===== src/rtl/note_sequencer.sv =====
`default_nettype none
// ============================================================================
// Module   : note_sequencer
// Brief    : Steps the tone datapath through a fixed song: one 3-bit control
//            vector per note, a silent gap after each note, one-hot note
//            LEDs, and a sticky timeout flag. Define NOTE_SEQ_LOOP_EN to
//            replay the song continuously instead of a single pass.
// Revision : 1.0 - initial release
// ============================================================================
module note_sequencer #(
    parameter int                     NUM_NOTES      = 6,
    parameter logic [3*NUM_NOTES-1:0] SONG           = 18'o654321,
    parameter int                     GAP_CYCLES     = 1000,
    parameter int                     TIMEOUT_CYCLES = 10000000,
    parameter int                     TO_W           = 24
) (
    input  logic       clk,
    input  logic       rst,        // asynchronous, active-low
    input  logic       play,
    input  logic       done,
    output logic [2:0] cv,
    output logic       led0,
    output logic       led1,
    output logic       led2,
    output logic       led3,
    output logic       led4,
    output logic       led5,
    output logic       busy,
    output logic       song_done,
    output logic       err
);

    localparam logic [2:0]      c_st_idle   = 3'd0;
    localparam logic [2:0]      c_st_load   = 3'd1;
    localparam logic [2:0]      c_st_play   = 3'd2;
    localparam logic [2:0]      c_st_gap    = 3'd3;
    localparam logic [2:0]      c_st_finish = 3'd4;

    localparam logic [3:0]      c_last_idx  = 4'(NUM_NOTES - 1);
    localparam logic [TO_W-1:0] c_to_last   = TO_W'(TIMEOUT_CYCLES - 1);
    localparam logic [TO_W-1:0] c_gap_last  = TO_W'((GAP_CYCLES == 0) ? 0 : GAP_CYCLES - 1);

    logic             r_play_s1, r_play_s2, r_play_s3, r_play_pulse;
    logic [2:0]       r_state, w_state_nxt;
    logic [3:0]       r_idx, w_idx_nxt;
    logic [TO_W-1:0]  r_cnt;
    logic             r_err, w_err_nxt;
    logic             w_wrap;
    logic [2:0]       r_cv;
    logic [5:0]       r_leds, w_leds_nxt;
    logic [3:0]       w_led_sel;
    logic             r_busy, r_song_done;
    logic [15:0][2:0] w_codes;
    logic [2:0]       w_code;

    // play is asynchronous: two flops resolve metastability, the third gives the edge
    always_ff @(posedge clk or negedge rst) begin
        if (!rst) begin
            r_play_s1    <= 1'b0;
            r_play_s2    <= 1'b0;
            r_play_s3    <= 1'b0;
            r_play_pulse <= 1'b0;
        end else begin
            r_play_s1    <= play;
            r_play_s2    <= r_play_s1;
            r_play_s3    <= r_play_s2;
            r_play_pulse <= r_play_s2 & ~r_play_s3;
        end
    end

    generate
        for (genvar gi = 0; gi < 16; gi++) begin : g_codes
            if (gi < NUM_NOTES) begin : g_used
                assign w_codes[gi] = SONG[3*gi +: 3];
            end else begin : g_unused
                assign w_codes[gi] = 3'd0;
            end
        end
    endgenerate

    assign w_code = w_codes[r_idx];

    always_comb begin
        w_state_nxt = r_state;
        w_idx_nxt   = r_idx;
        w_err_nxt   = r_err;
        w_wrap      = 1'b0;
        case (r_state)
            c_st_idle: begin
                if (r_play_pulse) begin
                    w_state_nxt = c_st_load;
                    w_idx_nxt   = 4'd0;
                    w_err_nxt   = 1'b0;
                end
            end
            c_st_load: begin
                if (r_play_pulse)        w_state_nxt = c_st_idle;
                else if (w_code == 3'd0) w_state_nxt = c_st_finish;
                else                     w_state_nxt = c_st_play;
            end
            c_st_play: begin
                // a play press aborts first; done beats a timeout on the same cycle
                if (r_play_pulse)            w_state_nxt = c_st_idle;
                else if (done)               w_state_nxt = c_st_gap;
                else if (r_cnt == c_to_last) begin
                    w_state_nxt = c_st_finish;
                    w_err_nxt   = 1'b1;
                end
            end
            c_st_gap: begin
                if (r_play_pulse) begin
                    w_state_nxt = c_st_idle;
                end else if (r_cnt >= c_gap_last) begin
                    if (r_idx == c_last_idx) begin
`ifdef NOTE_SEQ_LOOP_EN
                        w_state_nxt = c_st_load;
                        w_idx_nxt   = 4'd0;
                        w_wrap      = 1'b1;
`else
                        w_state_nxt = c_st_finish;
`endif
                    end else begin
                        w_state_nxt = c_st_load;
                        w_idx_nxt   = r_idx + 4'd1;
                    end
                end
            end
            c_st_finish: w_state_nxt = c_st_idle;
            default:     w_state_nxt = c_st_idle;
        endcase
    end

    assign w_led_sel = w_idx_nxt % 4'd6;

    always_comb begin
        w_leds_nxt = 6'd0;
        if (w_state_nxt == c_st_load || w_state_nxt == c_st_play || w_state_nxt == c_st_gap)
            w_leds_nxt = 6'b000001 << w_led_sel;
    end

    // outputs are registered from the next state so they line up with the state
    always_ff @(posedge clk or negedge rst) begin
        if (!rst) begin
            r_state     <= c_st_idle;
            r_idx       <= 4'd0;
            r_cnt       <= '0;
            r_err       <= 1'b0;
            r_cv        <= 3'd0;
            r_leds      <= 6'd0;
            r_busy      <= 1'b0;
            r_song_done <= 1'b0;
        end else begin
            r_state <= w_state_nxt;
            r_idx   <= w_idx_nxt;
            r_err   <= w_err_nxt;
            if (w_state_nxt != r_state)
                r_cnt <= '0;
            else if (r_state == c_st_play || r_state == c_st_gap)
                r_cnt <= r_cnt + TO_W'(1);
            r_cv        <= (w_state_nxt == c_st_play) ? w_code : 3'd0;
            r_leds      <= w_leds_nxt;
            r_busy      <= (w_state_nxt != c_st_idle);
            r_song_done <= (w_state_nxt == c_st_finish) | w_wrap;
        end
    end

    assign cv        = r_cv;
    assign led0      = r_leds[0];
    assign led1      = r_leds[1];
    assign led2      = r_leds[2];
    assign led3      = r_leds[3];
    assign led4      = r_leds[4];
    assign led5      = r_leds[5];
    assign busy      = r_busy;
    assign song_done = r_song_done;
    assign err       = r_err;

endmodule
`default_nettype wire

===== config.mk =====
export PLATFORM = sky130hd
export DESIGN_NAME = note_sequencer
export DESIGN_NICKNAME = d
export VERILOG_FILES = /design/src/rtl/note_sequencer.sv
export SDC_FILE = /design/constraint.sdc
export NUM_CORES = 1
export LEC_CHECK = 0
export CORE_MARGIN = 10
export CORE_UTILIZATION = 53
export DETAILED_ROUTE_END_ITERATION = 8
export GPL_ROUTABILITY_DRIVEN = 0
export PLACE_DENSITY = 0.75
export SYNTH_ARGS = -nofsm -noshare
export SYNTH_HDL_FRONTEND = slang
export SYNTH_SLANG_ARGS = --single-unit

===== constraint.sdc =====
create_clock -name clk -period 3.1 [get_ports clk]
set_clock_uncertainty 0.05 [all_clocks]
set_input_delay 0.93 -clock clk [delete_from_list [all_inputs] [get_ports clk]]
set_output_delay 0.93 -clock clk [all_outputs]
set_load 0.02 [all_outputs]

== Yosys cells after proc, flatten, opt, wreduce, memory -nomap -nowiden ==
Memory sizes are Yosys's and may differ from the RTL's.
Index checks and enable logic that the tools add are counted.

* Output and inout bits: 12
* Word-level logic and storage cells: 69
* Memories: 1
* Register bits: 47
* Bits in read-only memories: 48

{| class="wikitable"
|+ Memory list
! memory !! depth !! bits a word !! read ports !! clocked after Yosys merged registers in !! write ports !! line !! text
|-
| (no name shown) || 16 || 3 || 1 || 0 || 0 || 81 || <nowiki>assign w_code = w_codes[r_idx];</nowiki>
|}

* Add/sub/neg operators: 2
* $lt $le $gt $ge: 2
* Mux-type cells: 25
* Reductions and logical operators: 9
* Shift operators: 1
* Equal/unequal tests: 14
* Bitwise logic cells: 2
* Divide/modulo/power cells: 1

{| class="wikitable"
|+ Operators by type and width
! kind !! count
|-
| two-way mux 24 bit || 2
|-
| two-way mux 3 bit || 11
|-
| adder 24 x 1 -> 24 bit (second input constant) || 1
|-
| equality test 24 bit (second input constant) || 1
|-
| >= comparator 24 x 10 -> 1 bit (second input constant) || 1
|-
| two-way mux 4 bit || 4
|-
| equality test 3 x 2 -> 1 bit (second input constant) || 4
|-
| case mux 3 bit (4 select lines) || 1
|-
| != test 2 bit (second input constant) || 4
|-
| case mux 4 bit (2 select lines) || 1
|-
| equality test 3 x 1 -> 1 bit (second input constant) || 2
|-
| zero test 3 bit || 2
|-
| two-way mux 6 bit || 1
|-
| left shift 1 x 4 -> 6 bit (first input constant) || 1
|-
| less-than comparator 4 x 5 -> 1 bit (second input constant) || 1
|-
| AND reduction 5 bit || 1
|-
| adder 4 x 1 -> 4 bit (second input constant) || 1
|-
| equality test 4 x 3 -> 1 bit (second input constant) || 1
|-
| remainder unit 4 x 3 -> 4 bit (second input constant) || 1
|-
| two-way mux 1 bit || 4
|-
| nonzero test 2 bit || 2
|-
| equality test 3 bit (second input constant) || 1
|-
| logical OR 1 bit || 3
|-
| != test 3 bit || 1
|-
| 4 further kinds || 4
|}

== Logic depth before layout (Yosys ltp) ==
* Depth after elaboration: 10
* Mapped depth: 12
* Depth with buffers taken out: 12

== Least setup slack after synthesis ==
OpenSTA, ideal clock, no wires.

* Path kind: reg-to-reg
* Start: register r_cnt[22]
* End: register r_leds[4]
* Slack: -0.081 ns
* Library setup time: 0.094 ns
* Buffers on the path: 0
* Arrival time: 3.037 ns
* Stages on the path, launching flop included: 12
* Cells stage by stage: dfrtp_1 > or4_1 > nand4bb_4 > o211ai_1 > mux2i_1 > or2_2 > nor2_1 > ha_1 > nand2_1 > a2111o_1 > a21o_1 > a211oi_1

* Elaborated cells on any way between the ends: 19
* Classes of those cells: 1 x div; 1 x order compare; 4 x eq/ne; 1 x shift; 10 x mux; 2 x reduce/logical

{| class="wikitable"
|+ RTL lines
! element !! line !! text
|-
| start, declared || 46 || <nowiki>logic [TO_W-1:0] r_cnt;</nowiki>
|-
| start signal, assigned || 159 || <nowiki>r_cnt <= r_cnt + TO_W'(1);</nowiki>
|-
| >= comparator 24 x 10 -> 1 bit || 113 || <nowiki>end else if (r_cnt >= c_gap_last) begin</nowiki>
|-
| two-way mux 4 bit || 113 ||
|-
| two-way mux 4 bit || 111 || <nowiki>if (r_play_pulse) begin</nowiki>
|-
| case mux 4 bit (2 select lines) || 88 || <nowiki>case (r_state)</nowiki>
|-
| via w_idx_nxt[3] || 45 || <nowiki>logic [3:0] r_idx, w_idx_nxt;</nowiki>
|-
| remainder unit 4 x 3 -> 4 bit || 133 || <nowiki>assign w_led_sel = w_idx_nxt % 4'd6;</nowiki>
|-
| left shift 1 x 4 -> 6 bit || 138 || <nowiki>w_leds_nxt = 6'b000001 << w_led_sel;</nowiki>
|-
| two-way mux 6 bit || 137 || <nowiki>if (w_state_nxt == c_st_load || w_state_nxt == c_st_play || w_state_nxt == c_st_gap)</nowiki>
|-
| via w_leds_nxt[4] || 50 || <nowiki>logic [5:0] r_leds, w_leds_nxt;</nowiki>
|-
| end signal, assigned || 161 || <nowiki>r_leds <= w_leds_nxt;</nowiki>
|-
| end, declared || 50 ||
|}

The timed path passes the listed nets, and every way through them passes these cells.
A chain may end at the register's enable or synchronous reset.

== Worst setup path in the final report ==
* Start: register r_cnt[22]
* End: register r_leds[0]

* Longest elaborated chain between the ends: 9
* Elaborated cells on any way between the ends: 19
* Classes of those cells: 1 x div; 1 x order compare; 4 x eq/ne; 1 x shift; 10 x mux; 2 x reduce/logical

{| class="wikitable"
|+ Ends and longest elaborated chain
! element !! line
|-
| branches (longest 8 deep; another with >= comparator 24 x 10 -> 1 bit) || -
|-
| two-way mux 6 bit (*) || 137
|-
| via w_leds_nxt[0] || 50
|}

Mark *: on every way through the listed nets, which the timed path passes.

==> run metrics <==
Top Ports 16; Mapped Nets 270; Final ANT Viol Nets 0; Die Ht between 80 and 90 microns; pwr dens between 500 and 600 nW/um^2; DRC errors left 0; post-synthesis cell area 2510 sq um; GRT Residual Overflow 0; GRT Total Usage 15.9%; vias in the first global route 2079; Sink Count 47; antenna violations before repair 0; Layout Utilization 73.7%; Synth area leader dfrtp_1; Skew-Pair Late Insertion Delay 0.31 ns; # nets final 338; CP delay by family, top simple AND/OR/NAND/NOR gates; TritonCTS Buffers 5; total routed wirelength about 6.0 mm; TritonRoute pass-1 iters 5; Buf/Inv on CP 0; fmax 0.328 GHz; Die W 88.8 microns; largest net degree at the start of global routing 27; Hold/Removal Path Class flop to flop; endpoint type of the worst setup path flop; routed vias 2221; Tcrit/Tclk final 98.4%; CTS tree done; Synth Register Bits 47; clk slew on worst S/H paths 0.08 ns; Worst Path Arrival 3.22 ns; fillers between 300 and 400; drt initial violations roughly 250; Worst Tran Pin Value 0.564 ns; Post-DP HPWL 4.30 mm; CP Cell Sequence or4_4 > nand4bb_4 > or2_1 > a221o_2 > nor2_4 > ha_4 > or3_1 > a41o_1 > a211oi_2; status finished clean; wire per inst 15.8 microns; most frequent cells in the layout buf_4, nor2_1, dfrtp_1, nand2_1, clkdlybuf4s50_1; root buffer cell clkbuf_8; Worst EP required 3.27 ns; Seq/Total Area, Yosys between 40% and 50%; Area contributors post-synth dfrtp_1, nor2_1, xnor2_1, xor2_1, nand2_1; IO buf count 15; maximum clock insertion buffer count 2; Area growth syn-to-layout 31.5%; Final Max Tran Viols 0; Max VDD drop 0.283 mV; TNS Setup 0 ns; Netlist cell types 47; EDFF count, synth 0; RSZ-0062 raised after global routing true; Hold Buf Count CTS 0; Cells after Synth 261; top cell type's share of synthesized area 46.9%; synth warn 0; H-tree levels 2; crit path time final 3.05 ns; Worst path slowest cell or4_4; mean post-synth cell area 9.61 sq um; max-cap violation count 0; first-pass GRT wire length 9.93 mm; Largest stage delay, worst path 0.53 ns; Setup violations, final 0; critical path class flop to flop; Final Hold Violating Endpoints 0; Rel. slew slack 62.0%; commonest non-fill, non-tap cell in the layout buf_4; layout cells sized above 1 25.5%; crit start category flop; Pleak 1.48 nW; core area 4470 sq um; Top FF cell, synth dfrtp_1; ANT cells 0; # rows 24; Initial Util between 50 and 60%; Die ar. approximately 7900 sq um; Worst Path Max Fanout 4; ys async rst share between 90% and 100%; Hold WS 0.303 ns; vias per inst 5.81
worst reg2reg max path: cells and delay by family (launching register included):
kind                       cells  cell delay (ns)
AOI/OAI and AO/OA              3             0.80
DFF                            1             0.38
and+or+nand+nor                5             1.52
adders and majority gates      1             0.22
report_power, final:
group	total [mW]	internal [mW]	switching, mW
Clock	0.527	0.321	0.206
Sequential	0.686	0.654	0.0324
Combinational	0.563	0.238	0.325
per-layer routing:
layer / global-route usage [%] / part of all wire [%] / up-vias
li1: - / - / 1058
met1: 21.8 / 48 / 1075
met4: 3.52 / 1.4 / 0
met5: 0 / 0 / -
met3: 3.13 / 5.0 / 12
met2: 25.1 / 45 / 76
per-stage QoR:
step	worst slack (ns)	power (mW)	cell area, sq um	cells
after global routing	-0.0504	1.87	3300	382
after global placement	-0.202	1.24	3040	367
final	0.0496	1.78	3300	382
after CTS	-0.0340	1.78	3230	379
after detailed placement	-0.206	1.25	3040	367
after floorplan	-0.0632	1.04	2510	261
Yosys cell counts, types with 2 or more instances:
cell type,number
o21ai_0,3
nand4_1,7
a311oi_1,3
nand3b_1,2
nand3_1,9
nand2b_1,3
a21oi_1,2
nand4b_1,3
or2_2,3
and2_1,3
buf_2,2
a21o_1,4
o211ai_1,2
nor3_1,5
inv_1,8
nor4_1,7
clkbuf_1,3
or4_1,3
dfrtp_1,47
nor4b_1,2
nand2_1,21
and3_1,4
xnor2_1,12
mux2i_1,3
o2111ai_1,2
a211oi_1,7
buf_6,2
mux2_2,2
nor2_1,48
xor2_1,12
a2111o_1,2
or3_1,6
ha_1,5
state kept, by name (all words and copies together) (netlist names), 3 cells and up:
signal and count:
cv 3, r_state 3, r_cnt 24, r_idx 4
r_leds 6
kinds of logic (layout without fill, tap and decap cells):
| kind of cell | Yosys count | count (layout) | share of synthesized area [%] |
|---|---|---|---|
| muxes | 5 | 5 | 2.09 |
| AOI/OAI and AO/OA | 31 | 31 | 9.58 |
| adders and majority gates | 5 | 5 | 2.49 |
| xor gates and xnor gates | 24 | 24 | 8.38 |
| DFF | 47 | 47 | 46.9 |
| buffers and inverters | 16 | 85 | 3.09 |
| and+or+nand+nor | 133 | 133 | 27.5 |
timing repair:
item / in CTS / in global routing
endpoints found under the setup margin: 4 / 30
resized for setup: 8 / 8
pin swaps: 14 / 7
setup buffers: 4 / 3
area by class of cell:
class	count	area [sq um]	area share (%)
clock buffer	5	68.8	2.09
clock inverter	3	67.6	2.05
inverter	9	33.8	1.02
multi-input combinational	198	1330	40.4
sequential	47	1180	35.6
tap	52	65.1	1.97
timing repair buffer	68	556	16.8
path summary, 6_finish.rpt:
kind | from | to | slack [ns] | depth (start not counted)
worst min register to register | r_play_s1$_DFF_PN0_ | r_play_s2$_DFF_PN0_ | 0.30 | 0
worst min-delay path | r_play_s1$_DFF_PN0_ | r_play_s2$_DFF_PN0_ | 0.30 | 0
max in group asynchronous | rst | r_cnt[10]$_DFFE_PN0P_ | 1.75 | 2
min in group asynchronous | rst | cv[0]$_DFF_PN0_ | 0.52 | 1
worst max-delay path | r_cnt[22]$_DFFE_PN0P_ | r_leds[0]$_DFF_PN0_ | 0.05 | 9
worst max register to register | r_cnt[22]$_DFFE_PN0P_ | r_leds[0]$_DFF_PN0_ | 0.05 | 9
(Power assumes the default switching activity.)
==> variant, RTL diff (same flow settings) <==
Set the parameter `GAP_CYCLES` to 750 (it was 1000).
--- a/src/rtl/note_sequencer.sv
+++ b/src/rtl/note_sequencer.sv
@@ -12,3 +12,3 @@
     parameter logic [3*NUM_NOTES-1:0] SONG           = 18'o654321,
-    parameter int                     GAP_CYCLES     = 1000,
+    parameter int                     GAP_CYCLES     = 750,
     parameter int                     TIMEOUT_CYCLES = 10000000,
Formal check against the unedited RTL: same outputs for any inputs over 10 cycles, from zero or initial values and one cycle with rst low; that may be too few to reach the edited logic, so the function may still have changed.
==> variant against the original RTL <==
Critical path type unchanged; total power is 12% lower; first-iteration DRC count is 67% lower; count of clock-buffer cells in the layout is 2 higher; sequential cell count stayed put; die area is 3.5% higher; worst setup slack better by 0.027 ns; cell area is 8.8% lower; synthesized area is 4.5% higher; fmax is 0.90% higher; sequential power hardly changed; wire length is 15% lower.
==> variant: results <==
set metrics [dict create \
    status "completed" \
    pre_cts_ws_ns 0.0213 \
    track_usage_pct 13.0 \
    wirelength_mm 5.13 \
    grt_pass1_wl_mm 8.89 \
    grt_max_degree 39 \
    ir_worst_vdd_mv 0.358 \
    bufAreaShareNonClock_pct 9.31 \
    synth.area.top_cells "dfrtp_1, nor2_2, nor2_1" \
    max_slew_margin_pct 65.3 \
    met3WireLength_microns 175 \
    gr-usage-met2_pct 23.1 \
    fin_nets 304 \
    multi_input_gates 197 \
    clk_latency_ns 0.29 \
    dr.pass1.iters 4 \
    p_leak_nw 1.29 \
    whs_ns 0.306 \
    worstPathArrival_ns 3.15 \
    drtIter0Drc 84 \
    grt_pass1_vias 1988 \
    power_density_nw_per_um2 521 \
    seq_area_frac_synth_pct 44.9 \
    hpwl_mm 3.77 \
    place_area_sq_um 2860 \
    syn_nets 275 \
    intPower_w 0.000989 \
    dp.cells 346 \
    clk_share_pct 2.70 \
    rrSetupSlack_ns 0.08 \
    drive_gt1_share_pct 21.8 \
    design.core.area_sq_um 4750 \
    wire_per_inst_microns 14.2 \
    seqAreaFraction_pct 39.1 \
    timing.rr.end "r_leds[0]" \
    synth.avg_cell_area_sq_um 9.93 \
    viasPerCell 5.41 \
    ys_types 55 \
    synth_common_cells "dfrtp_1, nor2_1, nor2_2, nand2_1, xor2_1" \
    hold_path_depth 0 \
    syn_to_final_growth_pct 14.8 \
    pg_comb_w 0.000541 \
    fillers 423 \
    buffers 33 \
    pwr-share-clk_pct 21.9 \
    nClkBuffers 7 \
    drt-met1-wl_mm 2.27 \
    cp_slowest_stage_delay_ns 0.56 \
    multi_input_area_sq_um 1350 \
    crit_path_max_fanout 5 \
    wl_met2_mm 2.60 \
]
==> variant: cell count changes after synthesis, moves of 3 or more <==
| cell | before | now |
|---|---|---|
| and2_1 | 3 | 0 |
| and4_1 | 0 | 3 |
| nor2_2 | 0 | 20 |
| a21oi_1 | 2 | 7 |
| clkbuf_1 | 3 | 6 |
| nor2_1 | 48 | 32 |
| and3_1 | 4 | 7 |
| a211oi_1 | 7 | 1 |
| nand2_1 | 21 | 18 |
| or3_1 | 6 | 2 |
| or2_2 | 3 | 0 |
| a21o_1 | 4 | 1 |
==> variant: worst reg2reg max path: stages, from the launching register on <==
cell and delay (ns):
dfrtp_1 0.41, or4_4 0.56, nor4_4 0.37, o21ai_2 0.13, nand4_1 0.13, mux2_2 0.39, ha_4 0.30, nor2_1 0.05
and4_1 0.20, a211oi_2 0.25, nor2_1 0.07
==> variant: kinds of logic after synthesis <==
logic type / share of synthesized area [%]
flip-flops: 44.9
buffers and inverters: 4.34
AND/OR/NAND/NOR: 29.4
XOR/XNOR: 9.26
adder cells (fa/ha/maj): 3.34
multiplexers: 1.19
AO/OA/AOI/OAI: 7.64
==> variant: how the worst max path moves through the flow <==
| stage | to | cells past startpoint | start | slack (ns) |
|---|---|---|---|---|
| finish | r_leds[0] | 10 | r_cnt[22] | 0.08 |
| CTS | r_leds[0] | 10 | r_cnt[17] | 0.01 |
| global placement | r_leds[0] | 10 | r_cnt[17] | 0.13 |
| floorplan | r_leds[0] | 10 | r_cnt[17] | 0.18 |
| detailed placement | r_leds[0] | 10 | r_cnt[17] | 0.02 |
| global route | r_leds[1] | 10 | r_cnt[22] | -0.02 |
==> variant: what timing repair did <==
| item | CTS | global route |
|---|---|---|
| endpoints found under the setup margin | 0 | 5 |
| resized for setup | 0 | 4 |
| buffers inserted | 0 | 7 |
